<file path="src/rtl/shreg_seq_shifter.sv">
// shreg_seq_shifter: multi-cycle shift engine. It captures a word, a shift
// amount and a mode, shifts the word by up to STEP positions per clock until
// the amount is used up, and then pulses done for one cycle.
// Define SHREG_ROTATE_EN to add the rot input, which selects rotation in
// place of fill shifting.

module shreg_seq_shifter #(
  parameter int WIDTH = 8,
  parameter int SH_W  = $clog2(WIDTH),
  parameter int STEP  = 1
) (
  input  logic             clk,
  input  logic             rst,
  input  logic             load,
  input  logic [WIDTH-1:0] d_in,
  input  logic [SH_W-1:0]  sh,
  input  logic             shift_r_l,
  input  logic             arith,
`ifdef SHREG_ROTATE_EN
  input  logic             rot,
`endif
  output logic [WIDTH-1:0] d_out,
  output logic             ready,
  output logic             busy,
  output logic             done
);

  typedef enum logic [1:0] {
    IDLE  = 2'd0,
    SHIFT = 2'd1,
    DONE  = 2'd2
  } state_t;

  // STEP is at most WIDTH-1, so it always fits in the amount width.
  localparam logic [SH_W-1:0] STEP_K = SH_W'(STEP);

  state_t          state;
  state_t          state_nxt;
  logic [SH_W-1:0] cnt;
  logic            dir_r;
  logic            arith_r;
  logic            sign_r;
  logic [SH_W-1:0] k;
  logic [WIDTH-1:0] fill_mask;
  logic [WIDTH-1:0] shifted;
`ifdef SHREG_ROTATE_EN
  localparam logic [SH_W:0] WIDTH_K = (SH_W+1)'(WIDTH);
  logic            rot_r;
  logic [SH_W:0]   rk;
`endif

  // Step size for this cycle and the word after shifting by that step.
  // A step of 0 makes the complementary rotate shift equal WIDTH, which
  // yields zero, so the rotate stays correct at k=0.
  always_comb begin
    k         = (cnt < STEP_K) ? cnt : STEP_K;
    fill_mask = ~({WIDTH{1'b1}} >> k);
    if (dir_r) begin
      shifted = d_out >> k;
      if (arith_r && sign_r) begin
        shifted = shifted | fill_mask;
      end
    end else begin
      shifted = d_out << k;
    end
`ifdef SHREG_ROTATE_EN
    rk = WIDTH_K - {1'b0, k};
    if (rot_r) begin
      if (dir_r) begin
        shifted = (d_out >> k) | (d_out << rk);
      end else begin
        shifted = (d_out << k) | (d_out >> rk);
      end
    end
`endif
  end

  // State register; a low rst at an edge wins over everything else.
  always_ff @(posedge clk) begin
    if (!rst) begin
      state <= IDLE;
    end else begin
      state <= state_nxt;
    end
  end

  // Next-state logic: IDLE waits for load, SHIFT runs until cnt is used up,
  // and DONE always returns to IDLE.
  always_comb begin
    state_nxt = state;
    case (state)
      IDLE: begin
        if (load) begin
          state_nxt = (sh == '0) ? DONE : SHIFT;
        end
      end
      SHIFT: begin
        if (cnt == k) begin
          state_nxt = DONE;
        end
      end
      DONE: begin
        state_nxt = IDLE;
      end
      default: begin
        state_nxt = IDLE;
      end
    endcase
  end

  // Status outputs are decoded from the state register only.
  always_comb begin
    ready = (state == IDLE);
    busy  = (state == SHIFT);
    done  = (state == DONE);
  end

  // Datapath: capture the operands on accept, then step the word and count
  // down the remaining amount while shifting.
  always_ff @(posedge clk) begin
    if (!rst) begin
      d_out   <= '0;
      cnt     <= '0;
      dir_r   <= 1'b0;
      arith_r <= 1'b0;
      sign_r  <= 1'b0;
`ifdef SHREG_ROTATE_EN
      rot_r   <= 1'b0;
`endif
    end else begin
      case (state)
        IDLE: begin
          if (load) begin
            d_out   <= d_in;
            cnt     <= sh;
            dir_r   <= shift_r_l;
            arith_r <= arith;
            sign_r  <= d_in[WIDTH-1];
`ifdef SHREG_ROTATE_EN
            rot_r   <= rot;
`endif
          end
        end
        SHIFT: begin
          d_out <= shifted;
          cnt   <= cnt - k;
        end
        default: begin
        end
      endcase
    end
  end

endmodule

</file>
<file path="config.mk">
export PLATFORM = sky130hd
export DESIGN_NAME = shreg_seq_shifter
export DESIGN_NICKNAME = d
export VERILOG_FILES = /design/src/rtl/shreg_seq_shifter.sv
export SDC_FILE = /design/constraint.sdc
export NUM_CORES = 1
export LEC_CHECK = 0
export CAP_MARGIN = 40
export CORE_MARGIN = 2
export CORE_UTILIZATION = 48
export DETAILED_ROUTE_END_ITERATION = 8
export GPL_TIMING_DRIVEN = 0
export PLACE_DENSITY = 0.9
export SLEW_MARGIN = 15
export SYNTH_ARGS = -nofsm -noshare
export SYNTH_HDL_FRONTEND = slang
export SYNTH_SLANG_ARGS = --single-unit
</file>
<file path="constraint.sdc">
create_clock -name clk -period 2.55 [get_ports clk]
set_input_delay 0.51 -clock clk [delete_from_list [all_inputs] [get_ports clk]]
set_output_delay 0.51 -clock clk [all_outputs]
set_load 0.01 [all_outputs]
</file>
==> Word level (Yosys, flattened, before mapping) <==
Cells that the tools add are included.
{ "totals": {"reg_bits": 16, "in_bits": 16} }
{ "classes": {"n_eq_ne": 5, "bitwise": 2, "reduce_logical": 7, "muxes": 11, "shifts": 3, "n_addsub": 1, "order_cmp": 1} }
{ "ops": {"columns": ["operator", "n"], "rows": [
  ["$mux W8", 3],
  ["$pmux W8 S2", 1],
  ["$not A8 Y8", 1],
  ["$or A8 B8 Y8", 1],
  ["$shl A8 B3 Y8", 1],
  ["$shr A8 B3 Y8", 1],
  ["$shr A8 B3 Y8 const A", 1],
  ["$mux W2", 3],
  ["$mux W3", 2],
  ["$pmux W3 S2", 1],
  ["$reduce_and A2 Y1", 3],
  ["$pmux W2 S2", 1],
  ["$eq A3 B3 Y1", 1],
  ["$logic_not A3 Y1", 1],
  ["$lt A3 B1 Y1 const B", 1],
  ["$sub A3 B3 Y3", 1],
  ["$eq A2 B1 Y1 const B", 1],
  ["$eq A2 B2 Y1 const B", 1],
  ["$logic_not A2 Y1", 1],
  ["$ne A2 B1 Y1 const B", 1],
  ["$ne A2 B2 Y1 const B", 1],
  ["$reduce_bool A2 Y1", 1],
  ["$logic_and A1 B1 Y1", 1]
]} }

==> Logic depth before layout (Yosys ltp) <==
Gate-level depths: netlist of the first run.
{ "logic_depth": {"word_depth": 8, "depth_mapped": 6, "depth_no_buf": 6} }

==> Worst setup path after synthesis of the first run <==
OpenSTA, ideal clock, no wires.
{ "synth_timing": {"path_type": "input to register", "start": "input rst", "end": "register cnt[0]", "required_ns": 2.455, "cell_stages": 3, "setup_time_ns": 0.095, "arrival_ns": 1.186, "path_slack_ns": 1.269, "cell_sequence": "clkbuf_1 -> clkinv_1 -> a221oi_1"} }
{ "synth_rtl": {"columns": ["element", "line_no", "rtl"], "rows": [
  ["start, declared", "13", "input logic rst,"],
  ["end signal, assigned", "135", "cnt <= sh;"],
  ["end signal, assigned", "146", "cnt <= cnt - k;"],
  ["end, declared", "39", "logic [SH_W-1:0] cnt;"]
]} }
No word-level cell between the ends.

==> Final worst setup path of the first run <==
{ "layout_timing": {"start": "register state[1]", "end": "output busy"} }
{ "layout_via": {"elab_chain_cells": 1} }
{ "layout_rtl": {"columns": ["element", "line_no", "rtl"], "rows": [
  ["start, declared", "37", "state_t state;"],
  ["start signal, assigned", "83", "state <= state_nxt;"],
  ["$eq A2 B1 Y1", "114", "busy = (state == SHIFT);"],
  ["end, declared", "24", "output logic busy,"]
]} }
No other way between the ends.

==> results.sh, run 1 <==
export IMPL_drc=0
export IMPL_avgSynthCellArea_um2=8.926
export IMPL_hold_viol_final=0
export IMPL_htreeDepth=1
export IMPL_synth_edf_count=0
export IMPL_fin_util_pct=68.50
export IMPL_tns_ps=0
export IMPL_n_fill_cell=134
export IMPL_reg2reg_depth=6
export IMPL_grt_pass1_wl_mm=3.484
export IMPL_wl_per_cell_um=14.37
export IMPL_fp_coreArea_um2=1708
export IMPL_cts_tree="done"
export IMPL_worst_ep_required_time_ps=2040
export IMPL_cts_hold_buf=0
export IMPL_synth_area_leader_cell="dfxtp_1"
export IMPL_max_cap_violations=0
export IMPL_clkTransAtPathRegs_ps=90
export IMPL_drv_slew=0
export IMPL_routed_wl_mm=2.156
export IMPL_synth_area_leaders="dfxtp_1, mux2i_1, mux2_2, a32oi_1, a21oi_1"
export IMPL_holdWs_ps=507.0
export IMPL_num_io_pins=27
export IMPL_drt_iter0_drc=25
export IMPL_critPathArrivalTime_ps=1640
export IMPL_worstReg2RegStart="cnt[2]"
export IMPL_ir_worst_vdd_uv=376.2
export IMPL_gp_congestion=0.7800
export IMPL_numCtsBuffers=3
export IMPL_synth_cells=97
export IMPL_syn_to_final_growth_pct=35.12
export IMPL_postRouteAntennaNets=0
export IMPL_rsz0062_at_grt="false"
export IMPL_clock_sinks=16
export IMPL_startpoint="state[1]"
export IMPL_total_power_uw=645.7
export IMPL_first_global_vias=829
export IMPL_worst_pin_slew_ps=466.6
export IMPL_viasPerCell=5.627
export IMPL_overflow=0
export IMPL_hp_class="flop to flop"
export IMPL_post_cts_buffers=0
export IMPL_leakage_nw=0.4388
export IMPL_num_rows=15
export IMPL_yosysTopAreaCellShare_pct=36.99
export IMPL_first_pass_iters=4
export IMPL_whs_path_depth=2
export IMPL_die_area_um2=2159
export IMPL_n_antenna_cell=0
export IMPL_hpwl_mm=1.618
export IMPL_start_util_pct=50.70
export IMPL_antenna_found_initial=0
export IMPL_outcome="finished clean"
export IMPL_vias=844
export IMPL_cp_start_kind="flop"
export IMPL_power_density_nw_per_um2=551.9
export IMPL_layout_worst_path_cycle_share_pct=84.49
export IMPL_finalSetupViolCount=0
export IMPL_clock_root_buffer="clkbuf_4"
export IMPL_insertion_delay_ps=300
export IMPL_max_slew_margin_rel_pct=68.83
export IMPL_ys_ff_latch=16
export IMPL_grt_use_total_pct=22.85
export IMPL_post_cts_resized=0
export IMPL_skew_ps=6.022
export IMPL_max_freq_ghz=0.4641
export IMPL_clk_path_buf_depth=2
export IMPL_endpoint_kind="output pin"
export IMPL_yosysWarnings=0
export IMPL_min_from="d_out[0]"
export IMPL_ys_types=35
export IMPL_critPathMaxFanout=8
export IMPL_layout_min_cycle_time_ps=2155
export IMPL_die_h_um=46.47
export IMPL_fin_nets=145
export IMPL_layout_drive_gt1_share_pct=12.80
export IMPL_synthesis_nets=115
export IMPL_ys_seq_area_share_pct=36.99
export IMPL_ys_flop_type="dfxtp_1"
export IMPL_die_width_um=46.47
export IMPL_numPortBuffers=25
export IMPL_syn_cell_area_um2=865.8
export IMPL_crit_type="flop to output pin"
export IMPL_grt_max_degree=11
export IMPL_async_flop_share_pct=0
-- power by group --
group	leakage (nW)	switching [mW]	internal, mW
Clock	0.0138	0.0827	0.0552
Sequential	0.132	0.0277	0.274
Combinational	0.293	0.0992	0.107
Total	0.439	0.210	0.436
-- worst max-delay path: stages, from the launching register on --
cell             delay (ps)
dfxtp_1                 380
nand2b_1                230
inv_2                   170
clkdlybuf4s50_1         560
-- per-layer routing --
metal,part of all wire (%),track usage (%)
met4,1.1,7.429
met3,6.8,5.882
met5,0,0
met1,42,27.01
met2,50,39.72
-- metrics by stage --
stage	instances	instance area, µm²	setup slack (ps)
2_1_floorplan	97	865.8	1269
3_3_place_gp	147	1147	691.7
3_5_place_dp	147	1147	630.8
4_1_cts	150	1170	413.5
5_1_grt	150	1170	341.3
6_report	150	1170	395.4
-- worst paths after layout --
| kind | endpoint | slack [ps] |
|---|---|---|
| setup / recovery | busy | 400 |
| hold / removal | d_out[0] | 510 |
| setup reg to reg | cnt[2] | 1110 |
| hold reg to reg | d_out[0] | 510 |
-- sequential cells by signal, summed over array words and instances, names as in the netlist --
name	flops
cnt	3
d_out	8
dir_r	1
state	2
arith_r	1
sign_r	1
-- logic make-up (layout without fill, tap and decap cells) --
group           count (synthesis)  after routing  synth area share (%)
compound gates                 30             30                 24.28
fa+ha+maj                       2              2                 2.890
buf+inv                        15             43                 7.369
flops                          16             16                 36.99
mux                             9              9                 10.98
simple gates                   25             25                 17.48
-- cell type report --
cell class	count	area, µm²	share of cell area (%)
clock buffer	3	22.52	1.925
buffer	5	26.28	2.246
inverter	10	37.54	3.209
timing repair buffer	25	250.2	21.39
tap	25	31.28	2.674
multi-input combinational	66	481.7	41.18
sequential	16	320.3	27.38
-- cell usage in the layout, fill, tap and decap left out, types with 2 or more instances in the layout --
master	netlist	final
clkdlybuf4s50_1	0	25
dfxtp_1	16	16
inv_1	8	8
nor2_1	6	6
a21oi_1	6	6
nand3_1	5	5
mux2i_1	5	5
mux2_2	4	4
a32oi_1	4	4
o21ai_0	4	4
nand2_1	4	4
buf_2	3	3
o221ai_1	3	3
clkbuf_4	0	3
o21bai_1	2	2
nor2b_1	2	2
o21ai_1	2	2
nor3_1	2	2
o21a_1	2	2
ha_1	2	2
-- cells in the mapped netlist, types with 2 or more instances --
cell type	n
nor2_1	6
nand2_1	4
a32oi_1	4
o21bai_1	2
buf_2	3
dfxtp_1	16
o21ai_1	2
a21oi_1	6
nand3_1	5
nor3_1	2
o21a_1	2
inv_1	8
mux2_2	4
ha_1	2
o221ai_1	3
o21ai_0	4
mux2i_1	5
nor2b_1	2
(Power assumes the default switching activity.)
==> run 2: changes to the inputs <==
--- a/config.mk
+++ b/config.mk
@@ -7,10 +7,10 @@
 export LEC_CHECK = 0
 export CAP_MARGIN = 40
 export CORE_MARGIN = 2
-export CORE_UTILIZATION = 48
+export CORE_UTILIZATION = 45
 export DETAILED_ROUTE_END_ITERATION = 8
 export GPL_TIMING_DRIVEN = 0
-export PLACE_DENSITY = 0.9
+export PLACE_DENSITY = 0.86
 export SLEW_MARGIN = 15
 export SYNTH_ARGS = -nofsm -noshare
 export SYNTH_HDL_FRONTEND = slang
==> constraint.sdc (replaced) <==
create_clock -name clk -period 2 [get_ports clk]
set_input_delay 0.4 -clock clk [delete_from_list [all_inputs] [get_ports clk]]
set_output_delay 0.4 -clock clk [all_outputs]
set_load 0.01 [all_outputs]
==> results.sh, run 2 (synthesis results as in run 1) <==
export IMPL_largest_reg_flops=8
export IMPL_hpwl_mm=1.647
export IMPL_gp_congestion=0.8415
export IMPL_start_util_pct=49.08
export IMPL_worst_ep_required_time_ps=1600
export IMPL_total_power_uw=812.8
export IMPL_fp_coreArea_um2=1764
export IMPL_startpoint="state[1]"
export IMPL_grt_use_total_pct=22.15
export IMPL_first_pass_iters=4
export IMPL_numPortBuffers=25
export IMPL_max_slew_margin_rel_pct=68.18
export IMPL_rr_endpoint="cnt[2]"
export IMPL_viasPerCell=5.669
export IMPL_wl_met3_um=130
export IMPL_max_cap_violations=0
export IMPL_clk_path_buf_depth=2
export IMPL_critPathArrivalTime_ps=1500
export IMPL_htreeDepth=1
export IMPL_crit_type="flop to output pin"
export IMPL_power_density_nw_per_um2=689.6
export IMPL_clkTransAtPathRegs_ps=90
export IMPL_vias=856
export IMPL_routed_wl_mm=2.149
export IMPL_die_area_um2=2291
export IMPL_fin_nets=146
export IMPL_worstReg2RegStart="cnt[2]"
export IMPL_endpoint="busy"
export IMPL_n_antenna_cell=0
export IMPL_drv_slew=0
export IMPL_die_h_um=47.87
export IMPL_critPathMaxFanout=8
export IMPL_reg2reg_depth=6
export IMPL_wl_met1_um=945
export IMPL_numCtsBuffers=3
export IMPL_drc=0
export IMPL_holdWs_ps=499.1
export IMPL_postRouteAntennaNets=0
export IMPL_layout_min_cycle_time_ps=1900
export IMPL_final_cell_mix="clkdlybuf4s50_1, dfxtp_1, inv_1"
export IMPL_endpoint_kind="output pin"
export IMPL_hold_viol_final=0
export IMPL_syn_to_final_growth_pct=36.13
export IMPL_grt_max_degree=11
export IMPL_layout_worst_path_cycle_share_pct=95.01
export IMPL_skew_ps=8.231
export IMPL_wl_per_cell_um=14.23
export IMPL_top_register="d_out"
export IMPL_min_from="d_out[0]"
export IMPL_top_layer_used="met4"
export IMPL_clock_sinks=16
export IMPL_hp_class="flop to flop"
export IMPL_finalSetupViolCount=0
export IMPL_overflow=0
export IMPL_final_common_cell="clkdlybuf4s50_1"
export IMPL_leakage_nw=0.4444
export IMPL_num_rows=15
export IMPL_clock_root_buffer="clkbuf_4"
export IMPL_cts_hold_buf=0
export IMPL_outcome="finished clean"
export IMPL_antenna_found_initial=0
export IMPL_largestRegisters="d_out: 8 flops, cnt: 3 flops, state: 2 flops"
export IMPL_first_global_vias=859
export IMPL_cts_tree="done"
export IMPL_tns_ps=0
export IMPL_layout_drive_gt1_share_pct=14.29
export IMPL_met2WireLength_mm=1.054
export IMPL_cp_start_kind="flop"
export IMPL_max_freq_ghz=0.5262
export IMPL_r2r_slack_ps=620
export IMPL_die_width_um=47.87
export IMPL_grt_pass1_wl_mm=3.491
export IMPL_ir_worst_vdd_uv=511.8
export IMPL_drt_iter0_drc=8
export IMPL_worst_pin_slew_ps=476.3
export IMPL_num_io_pins=27
export IMPL_rsz0062_at_grt="false"
export IMPL_insertion_delay_ps=280
-- run 2: layout make-up --
type	count	area, µm²
Fill cell	158	585.6
Clock buffer	3	22.52
Timing Repair Buffer	26	257.7
Buffer	5	26.28
Tap cell	25	31.28
Sequential cell	16	321.6
Inverter	10	37.54
Multi-Input combinational cell	66	481.7
-- run 2: where the power goes --
group | internal [mW] | switching, mW | total (mW)
logic | 0.139 | 0.126 | 0.265
clock network | 0.0699 | 0.0928 | 0.163
registers | 0.350 | 0.0349 | 0.385
-- run 2: repair_timing --
item                       4_1_cts  5_1_grt
buffers inserted                 1        0
gates resized for setup          0        1
setup endpoints to repair        1        1
cloned                           0        0
-- run 2: worst min-delay path by stage --
stage                          end  slack, ps  cells after the start
after global routing      state[0]        520                      2
after detailed placement  d_out[0]        490                      2
after floorplan             sign_r        460                      2
after CTS                 d_out[0]        500                      2
after global placement      sign_r        470                      2
final                     d_out[0]        500                      2
-- run 2: worst max-delay path, cell delays in order (launching register included) --
cell and delay [ps]:
dfxtp_2 370, nand2b_1 220, inv_2 100, clkdlybuf4s50_1 530
-- run 2: per-layer routing --
metal,vias to the layer above,track usage [%]
met2,29,37.07
met4,0,8.108
met5,-,0
met3,2,7.925
met1,405,25.90
li1,420,-
-- run 2: stage by stage --
step / cell area [µm²] / setup slack, ps / utilization [%] / cells
global placement: 1147 / 249.4 / 65.04 / 147
detailed placement: 1147 / 189.1 / 65.04 / 147
CTS: 1177 / 63.92 / 66.74 / 151
floorplan: 865.8 / 743.5 / - / 97
global route: 1179 / 11.53 / 66.81 / 151
finish: 1179 / 99.71 / 66.81 / 151
